--- src/rtl/fetch_ctrl_pkg.sv ---
// Shared fetch-side types for the RV32I front end.
//   fetch_state_t : fetch controller FSM states
//   fetch_entry_t : one fetch buffer slot (PC tag, instruction, filled flag)
package fetch_ctrl_pkg;

  localparam int unsigned FETCH_NB_ADDR = 32;
  localparam int unsigned FETCH_NB_WORD = 32;

  typedef enum logic [1:0] {
    BOOT,
    RUN,
    DRAIN
  } fetch_state_t;

  typedef struct packed {
    logic [FETCH_NB_ADDR-1:0] pc;
    logic [FETCH_NB_WORD-1:0] instr;
    logic                     filled;
  } fetch_entry_t;

  // RV32I targets must be word aligned
  function automatic logic is_misaligned(input logic [1:0] addr_lsb);
    return addr_lsb != 2'b00;
  endfunction

endpackage

--- src/rtl/fetch_ctrl_buffer.sv ---
// fetch_buffer: MAX_OUT-entry circular buffer of fetch slots.
// A slot is allocated (with its PC) when a request is granted, filled in
// request order as responses return, and popped from the head by decode.
// Ports:
//   i_clock, i_reset       clock, synchronous active-low reset
//   i_alloc, i_alloc_pc    allocate tail slot tagged with PC
//   i_fill, i_fill_data    fill oldest unfilled slot
//   i_pop                  retire head slot (only if it is filled)
//   i_clear                drop every slot
//   o_count                allocated slots
//   o_unfilled             allocated slots still awaiting a response
//   o_head_valid           head slot allocated and filled
//   o_head_pc, o_head_instr  head slot contents
module fetch_buffer
  import fetch_ctrl_pkg::*;
#(
  parameter int unsigned NB_ADDR = 32,
  parameter int unsigned NB_WORD = 32,
  parameter int unsigned MAX_OUT = 2,
  parameter int unsigned PW      = (MAX_OUT > 1) ? $clog2(MAX_OUT) : 1,
  parameter int unsigned CW      = PW + 1
) (
  input  logic               i_clock,
  input  logic               i_reset,
  input  logic               i_alloc,
  input  logic [NB_ADDR-1:0] i_alloc_pc,
  input  logic               i_fill,
  input  logic [NB_WORD-1:0] i_fill_data,
  input  logic               i_pop,
  input  logic               i_clear,
  output logic [CW-1:0]      o_count,
  output logic [CW-1:0]      o_unfilled,
  output logic               o_head_valid,
  output logic [NB_ADDR-1:0] o_head_pc,
  output logic [NB_WORD-1:0] o_head_instr
);

  fetch_entry_t entries_q [MAX_OUT];
  fetch_entry_t entries_d [MAX_OUT];

  // Pointers carry one extra wrap bit so full and empty are distinguishable.
  logic [CW-1:0] head_q, head_d;
  logic [CW-1:0] tail_q, tail_d;
  logic [CW-1:0] fill_q, fill_d;

  logic [PW-1:0] head_idx, tail_idx, fill_idx;
  logic [CW-1:0] count;
  logic          head_valid;

  always_comb begin
    head_idx   = head_q[PW-1:0];
    tail_idx   = tail_q[PW-1:0];
    fill_idx   = fill_q[PW-1:0];
    count      = tail_q - head_q;
    head_valid = (count != '0) && entries_q[head_idx].filled;

    o_count      = count;
    o_unfilled   = tail_q - fill_q;
    o_head_valid = head_valid;
    o_head_pc    = entries_q[head_idx].pc;
    o_head_instr = entries_q[head_idx].instr;
  end

  always_comb begin
    entries_d = entries_q;
    head_d    = head_q;
    tail_d    = tail_q;
    fill_d    = fill_q;

    if (i_clear) begin
      head_d = '0;
      tail_d = '0;
      fill_d = '0;
      for (int unsigned i = 0; i < MAX_OUT; i++) begin
        entries_d[i].filled = 1'b0;
      end
    end else begin
      // fill slot always lies strictly between head and tail, so fill,
      // pop and alloc never touch the same slot in one cycle
      if (i_fill && (fill_q != tail_q)) begin
        entries_d[fill_idx].instr  = i_fill_data;
        entries_d[fill_idx].filled = 1'b1;
        fill_d                     = fill_q + CW'(1);
      end
      if (i_pop && head_valid) begin
        head_d = head_q + CW'(1);
      end
      if (i_alloc && (count != CW'(MAX_OUT))) begin
        entries_d[tail_idx].pc     = i_alloc_pc;
        entries_d[tail_idx].instr  = '0;
        entries_d[tail_idx].filled = 1'b0;
        tail_d                     = tail_q + CW'(1);
      end
    end
  end

  always_ff @(posedge i_clock) begin
    if (!i_reset) begin
      head_q <= '0;
      tail_q <= '0;
      fill_q <= '0;
      for (int unsigned i = 0; i < MAX_OUT; i++) begin
        entries_q[i] <= '0;
      end
    end else begin
      head_q    <= head_d;
      tail_q    <= tail_d;
      fill_q    <= fill_d;
      entries_q <= entries_d;
    end
  end

endmodule

--- src/rtl/fetch_ctrl.sv ---
// fetch_ctrl: owns the PC and sequences in-order instruction fetch.
// Issues requests to instruction memory, tags responses with their PC in
// fetch_buffer, applies redirects (squashing in-flight old-path fetches via
// a drop counter) and traps misaligned redirect targets to TRAP_VECTOR.
// Ports:
//   i_clock, i_reset                 clock, synchronous active-low reset
//   i_redirect, i_redirect_addr      redirect request and target
//   o_flush                          squash younger IF/ID state this cycle
//   o_exc_misaligned, o_exc_addr     misaligned-target pulse and address
//   o_imem_req, o_imem_addr, i_imem_gnt           request channel
//   i_imem_rvalid, i_imem_rdata                    in-order response channel
//   o_instr_valid, o_instr, o_instr_pc, i_instr_ready  decode interface
module fetch_ctrl
  import fetch_ctrl_pkg::*;
#(
  parameter int unsigned         NB_ADDR     = 32,
  parameter int unsigned         NB_WORD     = 32,
  parameter logic [NB_ADDR-1:0]  RESET_PC    = 32'h0000_0000,
  parameter logic [NB_ADDR-1:0]  TRAP_VECTOR = 32'h0000_0010,
  parameter int unsigned         MAX_OUT     = 2
) (
  input  logic               i_clock,
  input  logic               i_reset,
  input  logic               i_redirect,
  input  logic [NB_ADDR-1:0] i_redirect_addr,
  output logic               o_flush,
  output logic               o_exc_misaligned,
  output logic [NB_ADDR-1:0] o_exc_addr,
  output logic               o_imem_req,
  output logic [NB_ADDR-1:0] o_imem_addr,
  input  logic               i_imem_gnt,
  input  logic               i_imem_rvalid,
  input  logic [NB_WORD-1:0] i_imem_rdata,
  output logic               o_instr_valid,
  output logic [NB_WORD-1:0] o_instr,
  output logic [NB_ADDR-1:0] o_instr_pc,
  input  logic               i_instr_ready
);

  localparam int unsigned   PW      = (MAX_OUT > 1) ? $clog2(MAX_OUT) : 1;
  localparam int unsigned   CW      = PW + 1;
  localparam logic [CW-1:0] CREDITS = CW'(MAX_OUT);

  fetch_state_t       state_q, state_d;
  logic [NB_ADDR-1:0] pc_q, pc_d;
  logic [CW-1:0]      drop_q, drop_d;

  logic [CW-1:0]      buf_count, buf_unfilled, alloc_count;
  logic               buf_head_valid;
  logic [NB_ADDR-1:0] buf_head_pc;
  logic [NB_WORD-1:0] buf_head_instr;

  logic redirect, misaligned, fire, drop_resp, fill, pop;

  always_comb begin
    // Everything combinational stays quiet while reset is asserted.
    redirect    = i_reset & i_redirect;
    misaligned  = redirect & is_misaligned(i_redirect_addr[1:0]);
    // Stale responses still owed hold credits so they always have a home.
    alloc_count = buf_count + drop_q;

    o_imem_req  = i_reset && (state_q != BOOT) && !i_redirect &&
                  (alloc_count < CREDITS);
    o_imem_addr = pc_q;
    fire        = o_imem_req & i_imem_gnt;

    drop_resp   = i_imem_rvalid && (drop_q != '0);
    fill        = i_imem_rvalid && !drop_resp && !redirect;

    o_instr_valid = i_reset & buf_head_valid;
    o_instr       = buf_head_instr;
    o_instr_pc    = buf_head_pc;
    pop           = o_instr_valid & i_instr_ready & !redirect;

    o_flush          = redirect;
    o_exc_misaligned = misaligned;
    o_exc_addr       = misaligned ? i_redirect_addr : '0;
  end

  always_comb begin
    state_d = state_q;
    pc_d    = pc_q;
    drop_d  = drop_q;

    if (redirect) begin
      // Every old-path request still owed a response becomes a drop. A
      // response arriving this same cycle is one of those (either a pending
      // drop or an unfilled slot), so it always retires one.
      drop_d  = drop_q + buf_unfilled - CW'(i_imem_rvalid);
      pc_d    = misaligned ? TRAP_VECTOR : i_redirect_addr;
      state_d = (drop_d != '0) ? DRAIN : RUN;
    end else begin
      drop_d = drop_q - CW'(drop_resp);
      if (fire) begin
        pc_d = pc_q + NB_ADDR'(4);
      end
      unique case (state_q)
        BOOT:    state_d = RUN;
        DRAIN:   if (drop_d == '0) state_d = RUN;
        default: state_d = state_q;
      endcase
    end
  end

  always_ff @(posedge i_clock) begin
    if (!i_reset) begin
      state_q <= BOOT;
      pc_q    <= RESET_PC;
      drop_q  <= '0;
    end else begin
      state_q <= state_d;
      pc_q    <= pc_d;
      drop_q  <= drop_d;
    end
  end

  fetch_buffer #(
    .NB_ADDR (NB_ADDR),
    .NB_WORD (NB_WORD),
    .MAX_OUT (MAX_OUT)
  ) u_buffer (
    .i_clock      (i_clock),
    .i_reset      (i_reset),
    .i_alloc      (fire),
    .i_alloc_pc   (pc_q),
    .i_fill       (fill),
    .i_fill_data  (i_imem_rdata),
    .i_pop        (pop),
    .i_clear      (redirect),
    .o_count      (buf_count),
    .o_unfilled   (buf_unfilled),
    .o_head_valid (buf_head_valid),
    .o_head_pc    (buf_head_pc),
    .o_head_instr (buf_head_instr)
  );

endmodule

--- config.mk ---
export PLATFORM = sky130hd
export DESIGN_NAME = fetch_ctrl
export DESIGN_NICKNAME = d
export VERILOG_FILES = /design/src/rtl/fetch_ctrl_pkg.sv /design/src/rtl/fetch_ctrl_buffer.sv /design/src/rtl/fetch_ctrl.sv
export SDC_FILE = /design/constraint.sdc
export NUM_CORES = 1
export LEC_CHECK = 0
export ABC_CLOCK_PERIOD_IN_PS = 5300
export BUFFER_PORTS_ARGS = -buffer_cell sky130_fd_sc_hd__buf_2
export CORE_MARGIN = 2
export CORE_UTILIZATION = 50
export DETAILED_ROUTE_END_ITERATION = 10
export PLACE_DENSITY = 0.75
export SYNTH_ARGS = -nofsm -noshare
export SYNTH_HDL_FRONTEND = slang
export SYNTH_SLANG_ARGS = --single-unit
--- constraint.sdc ---
create_clock -name i_clock -period 5.3 [get_ports i_clock]
set_input_delay 0.53 -clock i_clock [delete_from_list [all_inputs] [get_ports i_clock]]
set_output_delay 0.53 -clock i_clock [all_outputs]
set_load 0.005 [all_outputs]
; ---- Word-level counts from Yosys, hierarchy flattened
; Index checks and enable logic that the tools add are counted.
[word_totals]
ff_bits = 172
wordCells = 98
output_inout_bits = 132
[op_classes]
order_cmp = 6
n_addsub = 10
bitwise_logic = 10
mux = 30
reduce_logical = 26
n_eq_ne = 4
[ops]
columns = cell, count
row1 = $bwmux 130, 5
row2 = $mux 130, 3
row3 = $demux 65 s1, 5
row4 = $mux 65, 4
row5 = $mux 32, 4
row6 = $mux 33, 2
row7 = $add 32x3->32 const B, 1
row8 = $logic_and 1x1->1, 12
row9 = $reduce_bool 2->1, 6
row10 = $mux 2, 4
row11 = $add 2x1->2 const B, 3
row12 = $and 1x1->1, 6
row13 = $ge 2x2->1 const B, 3
row14 = $not 1->2, 3
row15 = $add 2x2->2, 2
row16 = $logic_not 2->1, 2
row17 = $lt 2x1->1 const B, 2
row18 = $pmux 2 s2, 1
row19 = $sub 2x1->2, 2
row20 = $sub 2x2->2, 2
row21 = $logic_not 1->1, 3
row22 = $ne 3x3->1 const B, 1
row23 = $reduce_bool 3->1, 1
row24 = $eq 2x2->1 const B, 1
row25 = other kinds (7), 8

; ---- Longest topological paths before layout
; Gate-level depths: netlist (run 1).
[logic_depth]
word_depth = 13
depth_mapped = 10
ltp_nobuf = 10

; ---- Cells and area by module
; A second synthesis (run 1) with hierarchy kept.
[unflattened]
hier_cells = 1143
hier_area_um2 = 9937.0
[modules_own_cells]
columns = module, area_per_inst_um2, n_inst, cells_per_inst
row1 = fetch_buffer, 7265.7, 1, 798
row2 = fetch_ctrl, 2671.3, 1, 345

; ---- Worst setup path before layout (run 1)
; Ideal clock, no wire load.
[synth_path]
path_kind = in2reg
startpoint = input i_imem_rvalid
endpoint = register state_q[0]
path_slack_ns = 2.759
t_required_ns = 5.185
path_stages = 9
setup_time_ns = 0.115
arrival_time_ns = 2.426
path_cell_list = fa_1 > fa_1 > inv_1 > ha_1 > xnor2_1 > xnor2_1 > xnor2_1 > o21ai_0 > and3_1
[synth_between]
elab_chain_cells = 5
[synth_rtl]
columns = element, line
row1 = start: declaration, fetch_ctrl.sv:32  ; input logic i_imem_rvalid,
row2 = $logic_and 1x1->1, fetch_ctrl.sv:67  ; drop_resp = i_imem_rvalid && (drop_q != '0);
row3 = $sub 2x1->2, fetch_ctrl.sv:93  ; drop_d = drop_q - CW'(drop_resp);
row4 = $logic_not 2->1, fetch_ctrl.sv:99  ; DRAIN: if (drop_d == '0) state_d = RUN;
row5 = $ne 3x3->1 (no source line), --
row6 = $reduce_and 2->1 (no source line), --
row7 = end signal: assignment, fetch_ctrl.sv:111  ; state_q <= state_d;
row8 = end: declaration, fetch_ctrl.sv:44  ; fetch_state_t state_q, state_d;
; Several ways; a longest one is shown, not always the timed one.
; A chain may end at the register's enable or synchronous reset.

; ---- Worst setup path in the final report (run 1)
[layout_path]
startpoint = register u_buffer.tail_q[0]
endpoint = register u_buffer.entries_q[100] (netlist name)
[layout_between]
elab_chain_cells = 9
[layout_rtl]
columns = element, line
row1 = start: declaration, fetch_ctrl_buffer.sv:43  ; logic [CW-1:0] tail_q, tail_d;
row2 = start signal: assignment, fetch_ctrl_buffer.sv:107  ; tail_q <= tail_d;
row3 = branches (longest 8 deep; another with $sub 2x2->2), --
row4 = $mux 130 *, fetch_ctrl_buffer.sv:88  ; if (i_alloc && (count != CW'(MAX_OUT))) begin
row5 = end signal: assignment, fetch_ctrl_buffer.sv:109  ; entries_q <= entries_d;
row6 = end: declaration, fetch_ctrl_buffer.sv:38  ; fetch_entry_t entries_q [MAX_OUT];
; Mark *: on every way between the ends. The select of a mux whose other input is x is not followed.

==> results of run 1 <==
-- Yosys cell counts (7+ instances only) --
| library cell | number | area (um^2) |
|---|---|---|
| a211oi_1 | 13 | 97.59 |
| a21oi_1 | 92 | 460.4 |
| and2_1 | 32 | 200.2 |
| and3_1 | 12 | 75.07 |
| and4_1 | 9 | 78.83 |
| buf_1 | 11 | 41.29 |
| buf_2 | 9 | 45.04 |
| buf_6 | 8 | 90.09 |
| clkbuf_1 | 62 | 232.7 |
| dfxtp_1 | 172 | 3443 |
| inv_1 | 14 | 52.55 |
| mux2_2 | 64 | 720.7 |
| nand2_1 | 171 | 641.9 |
| nand3_1 | 162 | 810.8 |
| nand4_1 | 15 | 93.84 |
| nor2_1 | 18 | 67.56 |
| nor3_1 | 17 | 85.08 |
| o21ai_0 | 61 | 305.3 |
| xnor2_1 | 7 | 61.31 |
-- layer usage --
layer | GRT usage [%] | routed length (um) | vias to the layer above
li1 | - | - | 4019
met1 | 34.92 | 10380 | 3969
met2 | 43.74 | 11780 | 325
met3 | 5.518 | 1623 | 50
met4 | 9.240 | 549 | 0
met5 | 0 | 0 | -
-- cells in the final DEF, fill, tap and decap left out, types with 12 or more instances in the layout --
master / synthesis / routed
buf_2: 9 / 200
nand2_1: 171 / 171
dfxtp_1: 172 / 171
nand3_1: 162 / 162
a21oi_1: 92 / 92
mux2_2: 64 / 64
o21ai_0: 61 / 61
and2_1: 32 / 32
nor2_1: 18 / 18
nor3_1: 17 / 17
clkbuf_16: 0 / 17
nand4_1: 15 / 15
buf_4: 5 / 15
inv_1: 14 / 14
and3_1: 12 / 12
a211oi_1: 13 / 12
-- logic make-up after synthesis --
| logic type | count (synthesis) | synth area share (%) |
|---|---|---|
| simple gates | 456 | 26.00 |
| compound gates | 227 | 16.40 |
| flops | 172 | 40.52 |
| buf+inv | 110 | 5.933 |
| mux | 65 | 8.598 |
| xor+xnor | 11 | 1.487 |
| fa+ha+maj | 6 | 1.060 |
-- metrics by stage --
stage	hold WS, ps	instances	util (%)	total power [mW]
after floorplan	425.9	1047	-	1.627
after global placement	434.3	1387	57.60	1.746
after detailed placement	442.9	1387	57.60	1.748
after CTS	332.6	1419	61.15	2.980
after global routing	336.0	1419	61.15	3.088
final	347.2	1419	61.15	2.974
-- power groups by stage --
stage / logic, mW / clock network (mW) / registers (mW)
finish: 0.369 / 1.25 / 1.36
global placement: 0.362 / 0 / 1.38
detailed placement: 0.363 / 0 / 1.38
CTS: 0.367 / 1.26 / 1.36
global route: 0.407 / 1.32 / 1.36
floorplan: 0.260 / 0 / 1.37
-- layout make-up --
type / count / area, um^2 / area share [%]
Sequential cell: 172 / 3447 / 33.99
Timing Repair Buffer: 216 / 1134 / 11.18
Clock inverter: 15 / 163.9 / 1.616
Clock buffer: 17 / 425.4 / 4.195
Inverter: 14 / 52.55 / 0.5182
Multi-Input combinational cell: 765 / 4643 / 45.79
Tap cell: 220 / 275.3 / 2.714
-- sequential cells by signal (all words and copies together) (netlist names) --
| register | count |
|---|---|
| state_q | 2 |
| u_buffer.entries_q | 130 |
| u_buffer.fill_q | 2 |
| o_imem_addr | 32 |
| u_buffer.tail_q | 2 |
| u_buffer.head_q | 2 |
| drop_q | 2 |
-- critical path, delay by kind of cell, from the launching register on --
kind / cells / cell delay (ps)
AO/OA/AOI/OAI: 3 / 1050
XOR/XNOR: 1 / 300
adder cells (fa/ha/maj): 1 / 270
buffers and inverters: 2 / 620
flip-flops: 1 / 570
AND/OR/NAND/NOR: 1 / 460
-- worst max path at each step --
stage / to
6_report: u_buffer.entries_q[100]$_SDFFE_PN0P_
5_1_grt: u_buffer.entries_q[100]$_SDFFE_PN0P_
4_1_cts: u_buffer.entries_q[107]$_SDFFE_PN0P_
3_5_place_dp: u_buffer.entries_q[107]$_SDFFE_PN0P_
3_3_place_gp: u_buffer.entries_q[100]$_SDFFE_PN0P_
2_1_floorplan: state_q[0]$_SDFFE_PN0P_
==> summary.md, run 1 <==
| Metric | Value |
|---|---|
| Status | `finished clean` |
| Fillers | `1530` |
| Port bufs | `201` |
| Largest net degree at the start of global routing | `71` |
| CP Class | `flip-flop to flip-flop` |
| DIE AREA | `0.01806 mm^2` |
| Max Clock Skew | `10.91 ps` |
| Most used cell, CP | `o21ai_0` |
| Hold WC Path Type | `input port to flip-flop` |
| Comb pwr share | `12.4%` |
| Hold-critical path depth | `3` |
| Worst setup path startpoint | `u_buffer.tail_q[0]$_SDFFE_PP0P_` |
| Ant. Diodes | `0` |
| Fraction of layout cells with a size suffix above 1 | `27.77%` |
| CTS Buf Count | `17` |
| Yosys cell types | `67` |
| Worst-path clk slew | `70 ps` |
| Reg power frac | `45.6%` |
| Post-synth ARST share | `0%` |
| Sw Ratio | `28.69%` |
| 1st-iter DRT viols | `748` |
| Fin worst setup slack | `1926 ps` |
| Yosys warnings | `0` |
| Die width | `134.4 um` |
| Critical path data required time | `5660 ps` |
| CTS hold repair buffers | `0` |
| H-tree levels | `4` |
| Leakage power | `4.268 nW` |
| CTS tree | `yes` |
| Setup TNS | `0 ps` |
| R2R setup slack | `1930 ps` |
| ANT nets after route | `0` |
| Net Count, Synth | `1123` |
| Reg2Reg Depth | `8` |
| Initial antenna violation count | `0` |
| Final Max Slew Viols | `0` |
| Worst Max-Slew Pin Slew | `980.3 ps` |
| Clk buf depth | `2` |
| Die height | `134.4 um` |
| Vias per cell | `5.894` |
| Setup crit end kind | `flip-flop` |
| # nets final | `1262` |
| Post-synth EDFFs | `0` |
| Synth Register Bits | `172` |
| Post-Syn Area | `0.008498 mm^2` |
| Detailed Place HPWL | `15.63 mm` |
| DR pass1 iterations | `4` |
| IO Count | `202` |
| GPL Wtd Cong | `0.8357` |
| Synthesis-to-layout area growth | `19.33%` |
| Final Cell Area | `0.01014 mm^2` |
| Max Fclk | `296.4 MHz` |
| Crit-path max FO | `70` |
| Total routed wirelength | `24.33 mm` |
| Post-CTS setup buffers | `0` |
| CTS resizes | `0` |
| First-pass GRT wire length | `38.76 mm` |
| Residual DRC | `0` |
| Clock Power Share | `42.0%` |
| Worst R2R End | `u_buffer.entries_q[100]$_SDFFE_PN0P_` |
| Final setup violation count | `0` |
| Worst Hold End | `u_buffer.entries_q[77]$_SDFFE_PN0P_` |
| Root Buffer | `clkbuf_16` |
| Peak VDD IR | `298.3 uV` |
| Remaining global-route overflow | `0` |
| Clock Sinks | `172` |
| Final Hold Fails | `0` |
| WL/cell | `17.15 um` |
| Total track usage | `26.64%` |
| Cell count after synthesis | `1047` |
| Ys flop type | `dfxtp_1` |
| Sequential cell area fraction in the yosys report | `40.52%` |
| Pwr per Cell Area | `293.3 mW/mm^2` |
| Total number of vias | `8363` |
| Core area | `0.01658 mm^2` |
| CP arrival | `3730 ps` |
| NetSw | `0.8533 mW` |
| Starting Density | `51.24%` |
| # Max-Cap Violations | `0` |
| CP max-delay cell | `a311oi_4` |
| Vias in the first global route | `7571` |
| Hold Path Origin | `i_imem_rdata[11]` |
| Row cnt | `47` |
| Critical R2R Launch | `u_buffer.tail_q[0]$_SDFFE_PP0P_` |
| Final min period | `3374 ps` |
| Internal | `2.121 mW` |
| Final cycle utilization of the critical path | `63.66%` |
| Worst-skew pair later-pin latency | `440 ps` |
| Critical path's largest stage delay | `840 ps` |
| Place WS | `1932 ps` |
| Unrepaired setup endpoints after global routing | `false` |
| Syn_area_per_cell | `8.117 um^2` |
| Slew headroom | `34.10%` |
| Crit start category | `flip-flop` |
| DP Area | `0.009552 mm^2` |
| Critical path, cell by cell | `inv_1 -> ha_1 -> xnor3_2 -> or3_1 -> a311oi_4 -> buf_12 -> o21ai_0 -> o21ai_0` |
(Power assumes the default switching activity.)
==> run 2: changes to the inputs <==
ABC_CLOCK_PERIOD_IN_PS = 3160   (was 5300)
clock period = 3.16 ns   (was 5.3 ns; I/O delays follow)
==> run 2 against run 1 <==
Effect of this change:
- final cell count grew 0.56%
- register-to-register slack got worse by 1600 ps
- global-route usage increased by 0.62 points
- total power increased by 71%
- critical path type unchanged
- critical endpoint is now o_imem_addr[18]$_SDFFE_PN0P_
- clock-buffer cell count up 3
- via count grew 0.69%
- largest power group unchanged
- maximum frequency is 20% higher
==> summary.md, run 2 (synthesis gave the netlist of run 1 again) <==
| Metric | Value |
|---|---|
| Status | `finished clean` |
| Unrepaired setup endpoints after global routing | `false` |
| Vias in the first global route | `8049 (+6.3%)` |
| # Max-Cap Violations | `0 (unchanged)` |
| Biggest register | `u_buffer.entries_q` |
| Starting Density | `51.24% (unchanged)` |
| Largest net degree at the start of global routing | `71 (unchanged)` |
| Final setup violation count | `0 (unchanged)` |
| # nets final | `1270 (+0.63%)` |
| Leakage power | `4.324 nW (+1.3%)` |
| Worst-path clk slew | `70 ps (about the same)` |
| First-pass GRT wire length | `39.98 mm (+3.2%)` |
| Clk buf depth | `2 (unchanged)` |
| Row cnt | `47 (unchanged)` |
| Detailed Place HPWL | `16.28 mm (+4.2%)` |
| Crit start category | `flip-flop` |
| Comb pwr share | `12.2% (-0.2 points)` |
| Worst R2R End | `o_imem_addr[18]$_SDFFE_PN0P_` |
| GPL Wtd Cong | `0.8723 (+4.4%)` |
| Reg2Reg Depth | `7 (-1)` |
| Port bufs | `201 (unchanged)` |
| Place WS | `456.1 ps (-1475 ps)` |
| Internal | `3.745 mW (+77%)` |
| 1st-iter DRT viols | `716 (-4.3%)` |
| Setup crit end kind | `flip-flop` |
| Critical R2R Launch | `u_buffer.tail_q[0]$_SDFFE_PP0P_` |
| Vias per cell | `5.901 (+0.13%)` |
| CTS hold repair buffers | `0 (unchanged)` |
| Most common cell after layout, fill and taps aside | `buf_2` |
| H-tree levels | `4 (unchanged)` |
| Hold WC Path Type | `input port to flip-flop` |
| Power, Total | `5.098 mW (+71%)` |
| IO Count | `202 (unchanged)` |
| Final cycle utilization of the critical path | `88.99% (+25 points)` |
| Root Buffer | `clkbuf_16` |
| Clock Sinks | `172 (unchanged)` |
| Most frequent cells in the layout | `200 x buf_2, 171 x nand2_1, 171 x dfxtp_1, 162 x nand3_1, 92 x a21oi_1` |
| Clock Power Share | `43.1% (+1.1 points)` |
| Slew headroom | `34.24% (+0.14 points)` |
| Final Hold Fails | `0 (unchanged)` |
| Reg power frac | `44.7% (-0.9 points)` |
| Initial antenna violation count | `0 (unchanged)` |
| Remaining global-route overflow | `0 (unchanged)` |
| ANT nets after route | `0 (unchanged)` |
| Residual DRC | `0 (unchanged)` |
| CP arrival | `3110 ps (-620 ps)` |
| Worst setup path startpoint | `u_buffer.tail_q[0]$_SDFFE_PP0P_` |
| Max Clock Skew | `14.10 ps (+3.187 ps)` |
| Total track usage | `27.26% (+0.62 points)` |
| DR pass1 iterations | `5 (+1)` |
| Worst Setup EP | `o_imem_addr[18]$_SDFFE_PN0P_` |
| WL/cell | `17.54 um (+2.3%)` |
| Synthesis-to-layout area growth | `20.35%` |
| Pwr per Cell Area | `498.5 mW/mm^2 (+70%)` |
| Layout Cells excl Fill | `1427 (+0.56%)` |
| Max Fclk | `355.6 MHz (+20%)` |
| Sw Ratio | `26.53% (-2.2 points)` |
| Total number of vias | `8421 (+0.69%)` |
| Ant. Diodes | `0 (unchanged)` |
| Setup TNS | `0 ps (unchanged)` |
| Worst-skew pair later-pin latency | `430 ps (about the same)` |
| R2R setup slack | `350 ps (-1580 ps)` |
| CP Class | `flip-flop to flip-flop` |
| Fraction of layout cells with a size suffix above 1 | `28.17% (+0.40 points)` |
| CTS resizes | `0 (unchanged)` |
| CTS tree | `yes` |
| Post-CTS setup buffers | `0 (unchanged)` |
| Die width | `134.4 um (unchanged)` |
| Die height | `134.4 um (unchanged)` |
| Final Max Slew Viols | `0 (unchanged)` |
| Fin worst setup slack | `348.0 ps (-1578 ps)` |
| Total routed wirelength | `25.04 mm (+2.9%)` |
| Placed instance count | `1395 (+0.58%)` |
| Peak VDD IR | `443.9 uV (+49%)` |
| Core area | `0.01658 mm^2 (unchanged)` |
| Crit-path max FO | `15 (-79%)` |
| DIE AREA | `0.01806 mm^2 (unchanged)` |
| NetSw | `1.353 mW (+59%)` |
| Final min period | `2812 ps (-562.1 ps)` |
| Worst Max-Slew Pin Slew | `986.4 ps (+6.105 ps)` |
| Critical path data required time | `3460 ps (-2200 ps)` |
| Max reg flops | `130 (unchanged)` |
| CTS Buf Count | `17 (unchanged)` |
run 2: final cells by class:
class	instances	area, um^2
multi-input combinational	765	4643
inverter	14	52.55
clock buffer	20	456.7
fill	1500	6356
timing repair buffer	224	1194
clock inverter	12	158.9
sequential	172	3447
tap	220	275.3
run 2: worst min path at each step:
stage / startpoint / to / slack [ps] / cells after the start
detailed placement: u_buffer.entries_q[52]$_SDFFE_PN0P_ / u_buffer.entries_q[52]$_SDFFE_PN0P_ / 440 / 2
global route: i_redirect_addr[2] / o_imem_addr[2]$_SDFFE_PN0P_ / 130 / 3
floorplan: u_buffer.entries_q[110]$_SDFFE_PN0P_ / u_buffer.entries_q[110]$_SDFFE_PN0P_ / 430 / 2
CTS: i_redirect_addr[9] / o_imem_addr[9]$_SDFFE_PN0P_ / 120 / 3
global placement: u_buffer.entries_q[114]$_SDFFE_PN0P_ / u_buffer.entries_q[114]$_SDFFE_PN0P_ / 440 / 2
finish: i_imem_rdata[17] / u_buffer.entries_q[18]$_SDFFE_PN0P_ / 140 / 3
run 2: critical path, cell delays in order (launching register included):
cell	delay, ps
dfxtp_1	560
inv_1	120
ha_1	230
xnor3_2	300
xnor3_2	430
nand2_1	400
a2111oi_0	550
nor4_1	90
run 2: power by group through the flow:
stage               clock network (mW)  registers [mW]  logic, mW
floorplan                            0            2.29      0.436
global placement                     0            2.32      0.611
detailed placement                   0            2.32      0.616
CTS                               2.22            2.28      0.621
global route                      2.30            2.28      0.685
finish                            2.20            2.28      0.623
run 2: per-stage QoR:
step	hold WS (ps)	instance area [um^2]	util [%]
final	138.4	10230	61.67
after global routing	132.5	10230	61.67
after CTS	118.8	10230	61.67
after detailed placement	443.1	9612	57.96
after global placement	436.4	9612	57.96
after floorplan	425.9	8498	-
run 2: layer usage:
layer,GRT usage (%),part of all wire (%),vias to the layer above
li1,-,-,4031
met1,35.05,42,4043
met2,45.49,50,309
met3,5.631,6.5,38
met4,9.649,1.6,0
met5,0,0,-
==> run 3: changes to the inputs <==
HOLD_SLACK_MARGIN = 0.15   (was not set)
PLACE_DENSITY = 0.82   (was 0.75)
==> run 3 against run 2 <==
Effect of this change:
- sequential share of layout area fell by 0.94 points
- die area unchanged
- first-iteration DRC count rose by 12%
- clock skew fell by 4.1 ps
- critical path depth down 1
- setup slack improved by 58 ps
- via count rose by 3.6%
==> summary.md, run 3 (synthesis gave the netlist of run 1 again) <==
| Metric | Value |
|---|---|
| Worst-skew pair later-pin latency | `440 ps (about the same)` |
| Root Buffer | `clkbuf_16` |
| ANT nets after route | `0 (unchanged)` |
| CP Class | `flip-flop to output port` |
| CP arrival | `2440 ps (-670 ps)` |
| Sw Ratio | `26.51% (-0.030 points)` |
| WL/cell | `17.16 um (-2.2%)` |
| Fraction of layout cells with a size suffix above 1 | `27.20% (-0.97 points)` |
| Top layer in use | `met4` |
| # nets final | `1302 (+2.5%)` |
| # Max-Cap Violations | `0 (unchanged)` |
| Remaining global-route overflow | `0 (unchanged)` |
| CTS tree | `yes` |
| Crit-path max FO | `8 (-7)` |
| Post-CTS setup buffers | `0 (unchanged)` |
| Peak VDD IR | `492.5 uV (+11%)` |
| Synthesis-to-layout area growth | `23.81%` |
| Internal | `3.706 mW (-1.1%)` |
| Port bufs | `201 (unchanged)` |
| Worst Max-Slew Pin Slew | `1219 ps (+232.9 ps)` |
| Critical path data required time | `2840 ps (-620 ps)` |
| H-tree levels | `4 (unchanged)` |
| Biggest register | `u_buffer.entries_q` |
| Final Hold Fails | `0 (unchanged)` |
| Fin worst setup slack | `405.9 ps (+57.90 ps)` |
| Total track usage | `27.10% (-0.17 points)` |
| Final Cell Area | `0.01052 mm^2 (+2.9%)` |
| First-pass GRT wire length | `39.70 mm (-0.69%)` |
| Hold-critical path depth | `3 (unchanged)` |
| Total number of vias | `8728 (+3.6%)` |
| Largest net degree at the start of global routing | `82 (+15%)` |
| Pwr per Cell Area | `479.2 mW/mm^2 (-3.9%)` |
| Starting Density | `51.24% (unchanged)` |
| Status | `finished clean` |
| Setup TNS | `0 ps (unchanged)` |
| Unrepaired setup endpoints after global routing | `false` |
| Multi-input gate area in the final layout | `0.004643 mm^2 (unchanged)` |
| Detailed Place HPWL | `15.98 mm (-1.8%)` |
| CTS resizes | `0 (unchanged)` |
| Max reg flops | `130 (unchanged)` |
| Crit start category | `flip-flop` |
| Hold WC Path Type | `input port to flip-flop` |
| Place WS | `458.1 ps (+2.014 ps)` |
| Most frequent cells in the layout | `200 x buf_2, 171 x nand2_1, 171 x dfxtp_1, 162 x nand3_1, 92 x a21oi_1` |
| Metal2 WL | `11.98 mm (-3.4%)` |
| Clk buf depth | `2 (unchanged)` |
| Setup crit end kind | `output port` |
| Clock Power Share | `41.8% (-1.3 points)` |
| NetSw | `1.336 mW (-1.2%)` |
| Reg power frac | `45.1% (+0.4 points)` |
| Met3 wire len | `1.737 mm (+7.3%)` |
| Initial antenna violation count | `0 (unchanged)` |
| Met1 Wirelength | `10.21 mm (-3.7%)` |
| CTS hold repair buffers | `32 (+32)` |
| Core area | `0.01658 mm^2 (unchanged)` |
| Max Fclk | `363.1 MHz (+2.1%)` |
| Slew headroom | `18.71% (-16 points)` |
| Comb pwr share | `13.0% (+0.8 points)` |
| Total routed wirelength | `25.04 mm (about the same)` |
| Residual DRC | `0 (unchanged)` |
| Reg2Reg Depth | `7 (unchanged)` |
| IO Count | `202 (unchanged)` |
| CTS Buf Count | `17 (unchanged)` |
| FF+latch area | `0.003447 mm^2 (unchanged)` |
| GPL Wtd Cong | `0.8647 (-0.87%)` |
| Ant. Diodes | `0 (unchanged)` |
| Clock Sinks | `172 (unchanged)` |
| Final Max Slew Viols | `0 (unchanged)` |
| Final min period | `2754 ps (-57.90 ps)` |
| Most common cell after layout, fill and taps aside | `buf_2` |
| Final setup violation count | `0 (unchanged)` |
| Vias per cell | `5.982 (+1.4%)` |
| Vias in the first global route | `7992 (-0.71%)` |
| DP Area | `0.009612 mm^2 (unchanged)` |
| Fillers | `1402 (-6.5%)` |
| 1st-iter DRT viols | `805 (+12%)` |
| DR pass1 iterations | `7 (+2)` |
| Max Clock Skew | `10.03 ps (-4.068 ps)` |
| Final cycle utilization of the critical path | `87.16% (-1.8 points)` |
| DIE AREA | `0.01806 mm^2 (unchanged)` |
| Leakage power | `4.427 nW (+2.4%)` |
| Row cnt | `47 (unchanged)` |
| Die height | `134.4 um (unchanged)` |
| Die width | `134.4 um (unchanged)` |
| Worst-path clk slew | `60 ps (about the same)` |
[run 3: changes by cell type in the layout (fill, tap and decap cells not counted), moves of 3 or more]
cell,change
clkbuf_1,+3
clkinv_2,-3
clkinvlp_4,+3
dlygate4sd3_1,+32
[run 3: metrics by stage]
step | hold WS, ps | total power, mW | util (%) | std cells
2_1_floorplan | 425.9 | 2.729 | - | 1047
3_3_place_gp | 435.1 | 2.924 | 57.96 | 1395
3_5_place_dp | 438.2 | 2.936 | 57.96 | 1395
4_1_cts | 152.3 | 5.044 | 63.44 | 1459
5_1_grt | 153.0 | 5.211 | 63.44 | 1459
6_report | 159.2 | 5.042 | 63.44 | 1459
[run 3: power groups by stage]
stage               Clock, mW  Combinational (mW)  Sequential [mW]
finish                   2.11               0.657             2.28
global route             2.21               0.716             2.28
CTS                      2.12               0.646             2.27
detailed placement          0               0.613             2.32
global placement            0               0.603             2.32
floorplan                   0               0.436             2.29
[run 3: final cells by class]
class                           instances  share of cell area [%]
Inverter                               14                  0.4995
Timing Repair Buffer                  256                   14.39
Multi-Input combinational cell        765                   44.13
Clock inverter                          8                   1.023
Sequential cell                       172                   32.76
Tap cell                              220                   2.616
Clock buffer                           24                   4.578
[run 3: final timing paths]
kind | from | endpoint | slack, ps
max | u_buffer.tail_q[0]$_SDFFE_PP0P_ | o_imem_req | 410
min | i_redirect_addr[23] | o_imem_addr[23]$_SDFFE_PN0P_ | 160
max reg2reg | u_buffer.tail_q[0]$_SDFFE_PP0P_ | u_buffer.entries_q[107]$_SDFFE_PN0P_ | 430
min reg2reg | u_buffer.entries_q[114]$_SDFFE_PN0P_ | u_buffer.entries_q[114]$_SDFFE_PN0P_ | 450
[run 3: routing by layer]
layer / GRT usage (%) / up-vias
met5: 0 / -
met4: 13.98 / 0
met3: 5.215 / 96
met2: 44.36 / 436
met1: 34.00 / 4106
li1: - / 4090
[run 3: worst max-delay path, cell delays in order (launching register included)]
cell and delay (ps):
dfxtp_1 550, inv_1 110, ha_1 220, xnor3_2 300
xnor3_2 500, o211a_1 180, buf_2 140
